--- src/rtl/operand_loader.sv ---
// Operand entry stage for the 2-bit adder: two confirm presses capture A then B from the switches.
// Define DEBOUNCE_EN to add per-button debounce counters; without it the synchronized level is used directly.
module operand_loader #(
  parameter int DEB_CYCLES = 250000,
  parameter bit BTN_POL    = 1'b0
) (
  input  logic       clk,
  input  logic       rst_n,
  input  logic [1:0] sw,
  input  logic       btn_ok,
  input  logic       btn_clr,
  output logic [1:0] op_a,
  output logic [1:0] op_b,
  output logic       op_valid,
  output logic [1:0] stage
);

  // Handshake: op_valid is a level, high exactly while stage is READY; op_a/op_b are
  // frozen for that whole interval and the adder may sample them on any cycle.

  typedef enum logic [1:0] {
    LOAD_A = 2'b00,
    LOAD_B = 2'b01,
    READY  = 2'b10
  } stage_t;

  localparam logic BtnIdle = ~BTN_POL;

  if (DEB_CYCLES < 1) begin : gDebRangeCheck
    $error("operand_loader: DEB_CYCLES must be at least 1");
  end

  logic [1:0] swMeta, swSync;
  logic [1:0] okSyncQ, clrSyncQ;

  always_ff @(posedge clk or negedge rst_n) begin
    if (!rst_n) begin
      swMeta   <= 2'b00;
      swSync   <= 2'b00;
      okSyncQ  <= {2{BtnIdle}};
      clrSyncQ <= {2{BtnIdle}};
    end else begin
      swMeta   <= sw;
      swSync   <= swMeta;
      okSyncQ  <= {okSyncQ[0], btn_ok};
      clrSyncQ <= {clrSyncQ[0], btn_clr};
    end
  end

  // Buttons are active-high from here on regardless of pin polarity.
  logic okLvl, clrLvl;
  assign okLvl  = ~(okSyncQ[1] ^ BTN_POL);
  assign clrLvl = ~(clrSyncQ[1] ^ BTN_POL);

  logic okDeb, clrDeb;

`ifdef DEBOUNCE_EN
  localparam int CntW = $clog2(DEB_CYCLES + 1);
  localparam logic [CntW-1:0] CntLast = CntW'(DEB_CYCLES - 1);
  localparam logic [CntW-1:0] CntOne  = CntW'(1);

  logic [CntW-1:0] okCnt, clrCnt;

  // A level only flips after DEB_CYCLES consecutive disagreeing samples.
  always_ff @(posedge clk or negedge rst_n) begin
    if (!rst_n) begin
      okCnt  <= '0;
      clrCnt <= '0;
      okDeb  <= 1'b0;
      clrDeb <= 1'b0;
    end else begin
      if (okLvl == okDeb) begin
        okCnt <= '0;
      end else if (okCnt == CntLast) begin
        okDeb <= okLvl;
        okCnt <= '0;
      end else begin
        okCnt <= okCnt + CntOne;
      end

      if (clrLvl == clrDeb) begin
        clrCnt <= '0;
      end else if (clrCnt == CntLast) begin
        clrDeb <= clrLvl;
        clrCnt <= '0;
      end else begin
        clrCnt <= clrCnt + CntOne;
      end
    end
  end
`else
  assign okDeb  = okLvl;
  assign clrDeb = clrLvl;
`endif

  logic okPrev, clrPrev;
  logic okP, clrP;

  always_ff @(posedge clk or negedge rst_n) begin
    if (!rst_n) begin
      okPrev  <= 1'b0;
      clrPrev <= 1'b0;
    end else begin
      okPrev  <= okDeb;
      clrPrev <= clrDeb;
    end
  end

  assign okP  = okDeb & ~okPrev;
  assign clrP = clrDeb & ~clrPrev;

  stage_t     stageQ;
  logic [1:0] opAQ, opBQ;
  logic       validQ;

  always_ff @(posedge clk or negedge rst_n) begin
    if (!rst_n) begin
      stageQ <= LOAD_A;
      opAQ   <= 2'b00;
      opBQ   <= 2'b00;
      validQ <= 1'b0;
    end else if (clrP) begin
      // Clear outranks a confirm arriving in the same cycle.
      stageQ <= LOAD_A;
      opAQ   <= 2'b00;
      opBQ   <= 2'b00;
      validQ <= 1'b0;
    end else begin
      case (stageQ)
        LOAD_A: begin
          if (okP) begin
            opAQ   <= swSync;
            stageQ <= LOAD_B;
          end
        end
        LOAD_B: begin
          if (okP) begin
            opBQ   <= swSync;
            validQ <= 1'b1;
            stageQ <= READY;
          end
        end
        READY: begin
          // A new press starts the next operation; B survives until recaptured.
          if (okP) begin
            opAQ   <= swSync;
            validQ <= 1'b0;
            stageQ <= LOAD_B;
          end
        end
        default: begin
          stageQ <= LOAD_A;
          opAQ   <= 2'b00;
          opBQ   <= 2'b00;
          validQ <= 1'b0;
        end
      endcase
    end
  end

  assign op_a     = opAQ;
  assign op_b     = opBQ;
  assign op_valid = validQ;
  assign stage    = stageQ;

endmodule
--- config.mk ---
export PLATFORM = sky130hd
export DESIGN_NAME = operand_loader
export DESIGN_NICKNAME = d
export VERILOG_FILES = /design/src/rtl/operand_loader.sv
export SDC_FILE = /design/constraint.sdc
export NUM_CORES = 1
export LEC_CHECK = 0
export ABC_AREA = 1
export CAP_MARGIN = 5
export CORE_AREA = 2 2 39 41
export DETAILED_ROUTE_END_ITERATION = 8
export DIE_AREA = 0 0 41 43
export HOLD_SLACK_MARGIN = 0.12
export PLACE_DENSITY = 0.74
export SYNTH_ARGS = -nofsm -noshare
export SYNTH_HDL_FRONTEND = slang
export SYNTH_SLANG_ARGS = --single-unit
export TNS_END_PERCENT = 10
--- constraint.sdc ---
create_clock -name clk -period 2 [get_ports clk]
set_input_delay 0.2 -clock clk [delete_from_list [all_inputs] [get_ports clk]]
set_output_delay 0.2 -clock clk [all_outputs]
set_load 0.005 [all_outputs]
# ---- Word-level counts from Yosys, hierarchy flattened
# Index checks and enable logic that the tools add are counted.
dict set report op_classes {
  n_eq_ne 8
  n_mux 13
  bitwise_logic 6
  reduce_logical 6
}
# cell n
set ops {}
lappend ops {{$mux W2} 6}
lappend ops {{$pmux W2 S2} 3}
lappend ops {{$ne A3 B3 Y1 const B} 2}
lappend ops {{$reduce_and A2 Y1} 3}
lappend ops {{$ne A2 B2 Y1 const B} 2}
lappend ops {{$not A1 Y1} 4}
lappend ops {{$mux W1} 3}
lappend ops {{$ne A3 B1 Y1 const B} 1}
lappend ops {{$pmux W1 S3} 1}
lappend ops {{$reduce_and A3 Y1} 1}
lappend ops {{$and A1 B1 Y1} 2}
lappend ops {{$eq A2 B1 Y1 const B} 1}
lappend ops {{$eq A2 B2 Y1 const B} 1}
lappend ops {{$logic_not A2 Y1} 1}
lappend ops {{$ne A2 B1 Y1 const B} 1}
lappend ops {{$reduce_or A2 Y1} 1}
dict set report totals {
  ff_bits 17
  word_cells 43
}

# ---- Logic depth before layout (Yosys ltp)
# Gate-level depths: netlist (run 1).
dict set report depth {
  ltp_word 5
  ltp_mapped 6
  ltp_nobuf 6
}

# ---- Least setup slack after synthesis (run 1)
# OpenSTA, ideal clock, no wires.
dict set report synth_timing {
  path_type {register to register}
  startpoint {register clrSyncQ[1]}
  endpoint {register opAQ[0] (netlist: op_a[0])}
  t_arrival_ns 0.901
  path_slack_ns 1.034
  stages_incl_launch_ff 7
  period_less_slack_ns 0.966
  path_cell_list {dfstp_2 > inv_2 > nand2_4 > nand2_2 > nor2_1 > nand2_1 > nand2_1}
}
dict set report synth_between {
  elab_chain_cells 4
  word_cells_on_any_way 6
  classes_between {2 x eq/ne; 1 x mux; 2 x bitwise; 1 x reduce/logical}
}
# element line
set synth_rtl {}
lappend synth_rtl {{start, declared} 34} ;# logic [1:0] okSyncQ, clrSyncQ;
lappend synth_rtl {{start signal, assigned} 41} ;# clrSyncQ <= {2{BtnIdle}};
lappend synth_rtl {{start signal, assigned} 46} ;# clrSyncQ <= {clrSyncQ[0], btn_clr};
lappend synth_rtl {{$not A1 Y1 (*)} 53} ;# assign clrLvl = ~(clrSyncQ[1] ^ BTN_POL);
lappend synth_rtl {{via clrDeb} 55} ;# logic okDeb, clrDeb;
lappend synth_rtl {{$and A1 B1 Y1 (*)} 110} ;# assign clrP = clrDeb & ~clrPrev;
lappend synth_rtl {{$ne A3 B1 Y1 (no line) / $ne A2 B2 Y1 (equally long branches)} n/a}
lappend synth_rtl {{$reduce_and A2 Y1 (no line)} n/a}
lappend synth_rtl {{end signal, assigned} 132} ;# opAQ <= swSync;
lappend synth_rtl {{end signal, assigned} 146} ;# opAQ <= swSync;
lappend synth_rtl {{end, declared} 113} ;# logic [1:0] opAQ, opBQ;
# Mark *: on every way through the listed nets, which the timed path passes. The rest lies on a longest branch.
# A chain may end at the register's enable or synchronous reset.

# ---- Worst setup path in the final report (run 1)
dict set report layout_timing {
  startpoint {register stageQ[1] (netlist: stage[1])}
  endpoint {output port stage[1]}
}
# element line
set layout_lines {}
lappend layout_lines {{start, declared} 112} ;# stage_t stageQ;
lappend layout_lines {{start signal, assigned} 118} ;# stageQ <= LOAD_A;
lappend layout_lines {{start signal, assigned} 124} ;# stageQ <= LOAD_A;
lappend layout_lines {{start signal, assigned} 133} ;# stageQ <= LOAD_B;
lappend layout_lines {{end, declared} 15} ;# output logic [1:0] stage
# No word-level cell between the ends.

==> results.yml, run 1 <==
die:
  start_util_pct: 44.85
  core_mm2: 0.001384
  pin_count: 13
  die_y_um: 43
  chipWidth_um: 41
  dieArea_mm2: 0.001763
  num_rows: 14
placement:
  portBuffers: 12
  globalplace.congestion: 0.6615
  hpwl_um: 659.7
timing:
  grt_setup_unrepaired: "no"
  fmax_mhz: 683.8
  final_max_slew_viol_count: 0
  fin_crit_ns: 1.462
  finalCritPeriodShare_pct: 73.12
  setup_viol: 0
  fin_worst_skew_ns: 0.001740
  setup_tns_ns: 0
  hold_viol: 0
  worst_pin_slew_ns: 0.6950
  relSlewSlack_pct: 53.52
final_layout:
  drive_gt1_share_pct: 28.99
  layout_commonest_cell: "nand2_1"
  synthToLayoutAreaGrowth_pct: 26.81
  fin_nets: 76
  layout_common_cells: "16 x nand2_1, 13 x dfrtp_1, 12 x clkdlybuf4s50_1"
  n_antenna_cell: 0
worst_setup_path:
  cp.required_ns: 1.80
  crit_slowest_cell: "clkdlybuf4s50_1"
  endpoint_kind: "output port"
  crit_path_max_fanout: 4
  cp.arrival_ns: 1.26
  path_delay_family: "buffers and inverters"
  r2r_start: "okSyncQ[1]"
  worst-path-buf-inv: 1
  critPathMaxStageDelay_ns: 0.53
  crit_start: "stage[1]"
  crit_type: "reg -> out"
  cp_cell_sequence: "clkdlybuf4s50_1"
  cp-start-kind: "flip-flop"
pwr:
  p_leak_nw: 0.3795
  peakVddDrop_mv: 0.3579
  switching_power_w: 0.0001609
  switching_share_pct: 24.27
  combPwrFrac_pct: 15.7
  pwr-share-clk_pct: 26.1
  power_frac_seq_pct: 58.2
  p_int_w: 0.0005022
  power_density_mw_per_mm2: 842.5
  p_total_w: 0.0006631
yosys:
  ys_ff_latch: 17
  syn_inst: 53
  ys_warn_count: 0
  netlist_area_um2: 620.6
  synth_nets: 59
  yosysSeqAreaShare_pct: 69.35
  syn_area_per_cell_um2: 11.71
  ys_types: 14
run_status:
  status: "finished, final reports clean"
clock_tree:
  cts_made_buffers: 3
  insertion_delay_ns: 0.28
  tritoncts: "yes"
  h-tree-depth: 1
  cts_hold_buf: 0
  cts_resized: 0
  cts_setup_buffers: 0
  clock-root-buffer: "clkbuf_4"
  clk_pin_slew_ns: 0.09
  cts_sinks: 17
  clk_path_buf_depth: 2
detailed_routing:
  vias: 385
  dr.pass1.iters: 2
  antenna_left: 0
  drt-initial-drc-count: 1
  wl_per_cell_um: 10.29
  finalWirelength_um: 875
  via_per_inst: 4.529
  drc: 0
worst_hold_path:
  worstHoldStart: "btn_ok"
  hp-class: "in -> reg"
global_routing:
  grt_max_degree: 18
  grt_pass1_vias: 335
  grt_overflow: 0
  grt_pass1_wl_mm: 1.462
  grtUsageTotal_pct: 13.42
  antenna_found_initial: 0
run:
  maxCapViolCount: 0
stage by stage:
stage | area (um^2) | instances | utilization [%] | setup slack (ns) | hold WS (ns)
CTS | 787.0 | 85 | 56.87 | 0.5257 | 0.3037
finish | 787.0 | 85 | 56.87 | 0.5377 | 0.3179
global route | 787.0 | 85 | 56.87 | 0.4607 | 0.3004
detailed placement | 760.7 | 81 | 54.97 | 0.8511 | 0.3387
global placement | 760.7 | 81 | 54.97 | 0.8552 | 0.3324
floorplan | 620.6 | 53 | - | 1.034 | -0.09559
synth_stat cells, drive strengths merged:
library cell   n  area (um^2)
nor2           4        30.03
nand3          2        15.01
nand2         21        101.4
dfrtp         13        325.3
dfstp          4        105.1
inv            6        22.52
a21boi         1        7.510
o21ai          2        13.76
cell families after synthesis:
group / synth area share, %
AO/OA/AOI/OAI: 3.427
buffers and inverters: 3.629
flip-flops: 69.35
AND/OR/NAND/NOR: 23.59
worst register-to-register path: cells and delay by family, from the launching register on:
family / cells / cell delay [ns]
DFF: 1 / 0.55
and+or+nand+nor: 5 / 0.39
buffers and inverters: 1 / 0.05
per-layer routing:
layer	up-vias	GRT usage (%)	part of all wire, %
li1	192	-	-
met1	182	17.25	45
met2	9	16.88	48
met3	2	4.712	5.3
met4	0	12.00	1.1
met5	-	0	0
worst paths after layout:
check | endpoint | slack, ns | cells past startpoint
max in group asynchronous | clrPrev | 1.23 | 1
max reg2reg | op_b[1] | 0.95 | 6
min reg2reg | swSync[1] | 0.36 | 0
max | stage[1] | 0.54 | 1
min | okSyncQ[0] | 0.32 | 1
min in group asynchronous | op_b[0] | 0.33 | 1
power by group through the flow:
stage | clock network [W] | logic, W | registers, W
4_1_cts | 0.000181 | 0.000108 | 0.000386
3_3_place_gp | 0 | 0.000104 | 0.000391
2_1_floorplan | 0 | 0.0000498 | 0.000393
6_report | 0.000173 | 0.000104 | 0.000386
5_1_grt | 0.000198 | 0.000118 | 0.000389
3_5_place_dp | 0 | 0.000107 | 0.000392
area by class of cell:
cell class,count,area (um^2)
Fill cell,130,596.8
Sequential cell,17,430.4
Multi-Input combinational cell,30,167.7
Timing Repair Buffer,12,120.1
Clock buffer,4,26.28
Inverter,6,22.52
Tap cell,16,20.02
flip-flops by register name (all words and copies together) (netlist names), 2 cells and up:
name / count
swSync: 2
okSyncQ: 2
op_a: 2
swMeta: 2
clrSyncQ: 2
stage: 2
op_b: 2
Power figures use the tool's default switching activity.
==> inputs of run 2 (changes only) <==
CORE_AREA = not set   (was 2 2 39 41)
CORE_MARGIN = 2   (was not set)
CORE_UTILIZATION = 46   (was not set)
DIE_AREA = not set   (was 0 0 41 43)
PLACE_DENSITY = 0.73   (was 0.74)
clock period = 1.5 ns   (was 2 ns; I/O delays follow)
==> results.yml, run 2 (synthesis gave the netlist of run 1 again) <==
run_status:
  status: "finished, final reports clean"
detailed_routing:
  dr.pass1.iters: 2
  drt-initial-drc-count: 1
  route.met3.wl_um: 34
  drc: 0
  via_per_inst: 4.553
  wl_met2_um: 444
  met1_length_um: 334
  finalWirelength_um: 838
  dr.max_layer_used: "met4"
  wl_per_cell_um: 9.859
  vias: 387
  antenna_left: 0
global_routing:
  grt_pass1_wl_mm: 1.386
  grtUsageTotal_pct: 14.44
  antenna_found_initial: 0
  grt_pass1_vias: 338
  grt_overflow: 0
  grt_max_degree: 18
clock_tree:
  clock-root-buffer: "clkbuf_4"
  cts_setup_buffers: 0
  tritoncts: "yes"
  clk_pin_slew_ns: 0.08
  cts_resized: 0
  cts_made_buffers: 3
  cts_hold_buf: 0
  cts_sinks: 17
  insertion_delay_ns: 0.28
  clk_path_buf_depth: 2
  h-tree-depth: 1
worst_setup_path:
  cp.arrival_ns: 1.24
  path_delay_family: "buffers and inverters"
  cp_cell_sequence: "clkdlybuf4s50_1"
  endpoint_kind: "output port"
  crit_path_max_fanout: 4
  crit_type: "reg -> out"
  cp.required_ns: 1.35
  crit_slowest_cell: "clkdlybuf4s50_1"
  critPathMaxStageDelay_ns: 0.53
  worst-path-buf-inv: 1
  cp-start-kind: "flip-flop"
final_layout:
  n_fill_cell: 114
  multi_input_area_um2: 167.7
  layout_commonest_cell: "nand2_1"
  n_antenna_cell: 0
  fin_nets: 77
  synthToLayoutAreaGrowth_pct: 27.82
  final_util_pct: 61.73
  drive_gt1_share_pct: 30.00
  regArea_um2: 430.4
  layout_common_cells: "16 x nand2_1, 13 x dfrtp_1, 12 x clkdlybuf4s50_1"
  stdcell_area_um2: 793.3
die:
  dieArea_mm2: 0.001659
  chipWidth_um: 40.73
  die_y_um: 40.73
  pin_count: 13
  core_mm2: 0.001285
  start_util_pct: 48.30
  num_rows: 13
timing:
  fmax_mhz: 717.8
  grt_setup_unrepaired: "no"
  final_max_slew_viol_count: 0
  fin_ws_ns: 0.1069
  whs_ns: 0.1693
  relSlewSlack_pct: 86.77
  finalCritPeriodShare_pct: 92.88
  worst_pin_slew_ns: 0.1984
  fin_crit_ns: 1.393
  fin_worst_skew_ns: 0.002948
  hold_viol: 0
  setup_viol: 0
  setup_tns_ns: 0
pwr:
  power_density_mw_per_mm2: 1112
  p_leak_nw: 0.3843
  peakVddDrop_mv: 0.4810
placement:
  portBuffers: 12
  place_ws_ns: 0.4103
  hpwl_um: 681.2
  placed_area_um2: 767.0
  globalplace.congestion: 0.6940
worst_hold_path:
  hp-class: "in -> async"
run:
  maxCapViolCount: 0
run 2: cell count changes in the layout (fill, tap and decap cells not counted), sizes merged:
cell  previous run  this run
buf              0         1
run 2: power breakdown:
| group | internal [W] | leakage (nW) | switching (W) |
|---|---|---|---|
| Clock | 0.000103 | 0.0150 | 0.000124 |
| Combinational | 0.0000721 | 0.163 | 0.0000691 |
| Sequential | 0.000496 | 0.206 | 0.0000171 |
run 2: path summary, 6_finish.rpt:
kind	from	endpoint	slack [ns]	cells past startpoint
worst max register to register	clrSyncQ[1]	op_a[0]	0.46	6
worst max-delay path	stage[1]	stage[1]	0.11	1
max in group asynchronous	rst_n	clrSyncQ[1]	1.09	2
min in group clk	btn_ok	okSyncQ[0]	0.26	1
worst min register to register	swMeta[1]	swSync[1]	0.35	0
worst min-delay path	rst_n	okPrev	0.17	2
run 2: through the flow:
step | std cells | power (W)
finish | 85 | 0.0008821
CTS | 85 | 0.0009032
detailed placement | 81 | 0.0006676
global placement | 81 | 0.0006622
floorplan | 53 | 0.0005898
global route | 85 | 0.0009363
run 2: cell type report:
class	count	share of cell area [%]
Clock buffer	4	3.312
Inverter	6	2.839
Multi-Input combinational cell	30	21.14
Sequential cell	17	54.26
Tap cell	15	2.366
Timing Repair Buffer	13	16.09
run 2: layer usage:
layer / vias to the layer above / GRT usage [%]
li1: 194 / -
met1: 178 / 15.05
met2: 11 / 23.02
met3: 4 / 4.891
met4: 0 / 12.50
met5: - / 0
run 2: worst reg2reg max path: cells and delay by family (launching register included):
| kind | cells | cell delay [ns] |
|---|---|---|
| flops | 1 | 0.53 |
| simple gates | 5 | 0.41 |
| buf+inv | 1 | 0.04 |
==> inputs of run 3 (changes only) <==
CTS_CLUSTER_DIAMETER = 80   (was not set)
clock period = 1.34 ns   (was 1.5 ns; I/O delays follow)
==> results.yml, run 3 (synthesis gave the netlist of run 1 again) <==
worst_setup_path:
  worst-path-buf-inv: 1
  cp.arrival_ns: 1.14
  cp.required_ns: 1.21
  rr_endpoint: "op_valid"
  cp-start-kind: "flip-flop"
  cp-endpoint: "op_valid"
  r2r_start: "okSyncQ[1]"
  crit_type: "reg -> out"
  crit_path_max_fanout: 2
  crit_cells: 1
  r2r_setup_slack_ns: 0.29
  crit_slowest_cell: "clkdlybuf4s50_1"
  cp_cell_sequence: "clkdlybuf4s50_1"
  path_delay_family: "buffers and inverters"
  critPathMaxStageDelay_ns: 0.50
  crit_start: "op_valid"
  endpoint_kind: "output port"
  reg2regPathDepth: 6
pwr:
  power_density_mw_per_mm2: 1234
  peakVddDrop_mv: 0.6233
  p_leak_nw: 0.4035
  p_total_w: 0.0009910
global_routing:
  grtUsageTotal_pct: 13.40
  grt_max_degree: 18
  grt_overflow: 0
  grt_pass1_vias: 343
  antenna_found_initial: 0
  grt_pass1_wl_mm: 1.338
detailed_routing:
  drt-initial-drc-count: 4
  drc: 0
  wl_per_cell_um: 9.756
  finalWirelength_um: 839
  vias: 394
  dr.pass1.iters: 4
  via_per_inst: 4.581
  antenna_left: 0
timing:
  setup_tns_ns: 0
  fin_crit_ns: 1.276
  worst_pin_slew_ns: 0.2026
  setup_viol: 0
  fin_worst_skew_ns: 0.005510
  final_max_slew_viol_count: 0
  fmax_mhz: 783.9
  relSlewSlack_pct: 86.50
  finalCritPeriodShare_pct: 95.20
  grt_setup_unrepaired: "no"
  whs_ns: 0.1562
  hold_viol: 0
clock_tree:
  cts_made_buffers: 3
  tritoncts: "yes"
  cts_sinks: 17
  clk_path_buf_depth: 2
  clk_pin_slew_ns: 0.09
  insertion_delay_ns: 0.28
  h-tree-depth: 1
  cts_hold_buf: 0
  clock-root-buffer: "clkbuf_4"
final_layout:
  synthToLayoutAreaGrowth_pct: 29.44
  layout_commonest_cell: "nand2_1"
  drive_gt1_share_pct: 30.99
  final_util_pct: 62.51
  layout_common_cells: "16 x nand2_1, 13 x dfrtp_1, 11 x clkdlybuf4s50_1"
  final_cells: 86
  n_antenna_cell: 0
  fin_nets: 78
die:
  num_rows: 13
  die_y_um: 40.73
  start_util_pct: 48.30
  dieArea_mm2: 0.001659
  chipWidth_um: 40.73
  pin_count: 13
  core_mm2: 0.001285
placement:
  globalplace.congestion: 0.6943
  dp_cells: 81
  portBuffers: 12
  hpwl_um: 638.2
run_status:
  status: "finished, final reports clean"
worst_hold_path:
  hp-class: "in -> async"
run:
  maxCapViolCount: 0
==> run 3: cell count changes in the layout (fill, tap and decap cells not counted) <==
cell             previous run  this run
clkdlybuf4s50_1            12        11
buf_4                       1         2
dlymetal6s2s_1              0         1
==> run 3: area by class of cell <==
cell class / instances / area [um^2]
Tap cell: 15 / 18.77
Timing Repair Buffer: 14 / 137.6
Clock buffer: 4 / 26.28
Inverter: 6 / 22.52
Multi-Input combinational cell: 30 / 167.7
Sequential cell: 17 / 430.4
Fill cell: 117 / 481.7
==> run 3: per-layer routing <==
metal	up-vias	part of all wire [%]	routed length [um]	GRT usage, %
li1	196	-	-	-
met1	181	43	362	15.11
met2	15	50	420	20.63
met3	2	6.0	50	4.891
met4	0	0.60	5	10.00
met5	-	0	0	0
==> run 3: how the worst min path moves through the flow <==
stage / endpoint / cells after the start / slack [ns] / startpoint
6_report: okPrev / 2 / 0.16 / rst_n
2_1_floorplan: clrPrev / 0 / -0.16 / rst_n
4_1_cts: op_valid / 2 / 0.15 / rst_n
3_5_place_dp: swSync[1] / 0 / 0.34 / swMeta[1]
5_1_grt: stage[1] / 2 / 0.18 / rst_n
3_3_place_gp: swSync[0] / 0 / 0.33 / swMeta[0]
==> run 3: stage by stage <==
step / cell area (um^2) / worst slack (ns)
floorplan: 620.6 / 0.3743
global placement: 767.0 / 0.2970
detailed placement: 767.0 / 0.2673
CTS: 800.8 / 0.04828
global route: 803.3 / 0.01706
finish: 803.3 / 0.06437
==> run 3: timing repair <==
action / CTS / global route
setup endpoints to repair: 1 / 1
gates resized for setup: 0 / 1
setup buffers: 1 / 0
==> run 3: report_power, final <==
| group | switching [W] | internal, W | total, W |
|---|---|---|---|
| Clock | 0.000141 | 0.000115 | 0.000256 |
| Combinational | 0.0000804 | 0.0000825 | 0.000163 |
| Sequential | 0.0000170 | 0.000555 | 0.000572 |
| Total | 0.000238 | 0.000753 | 0.000991 |
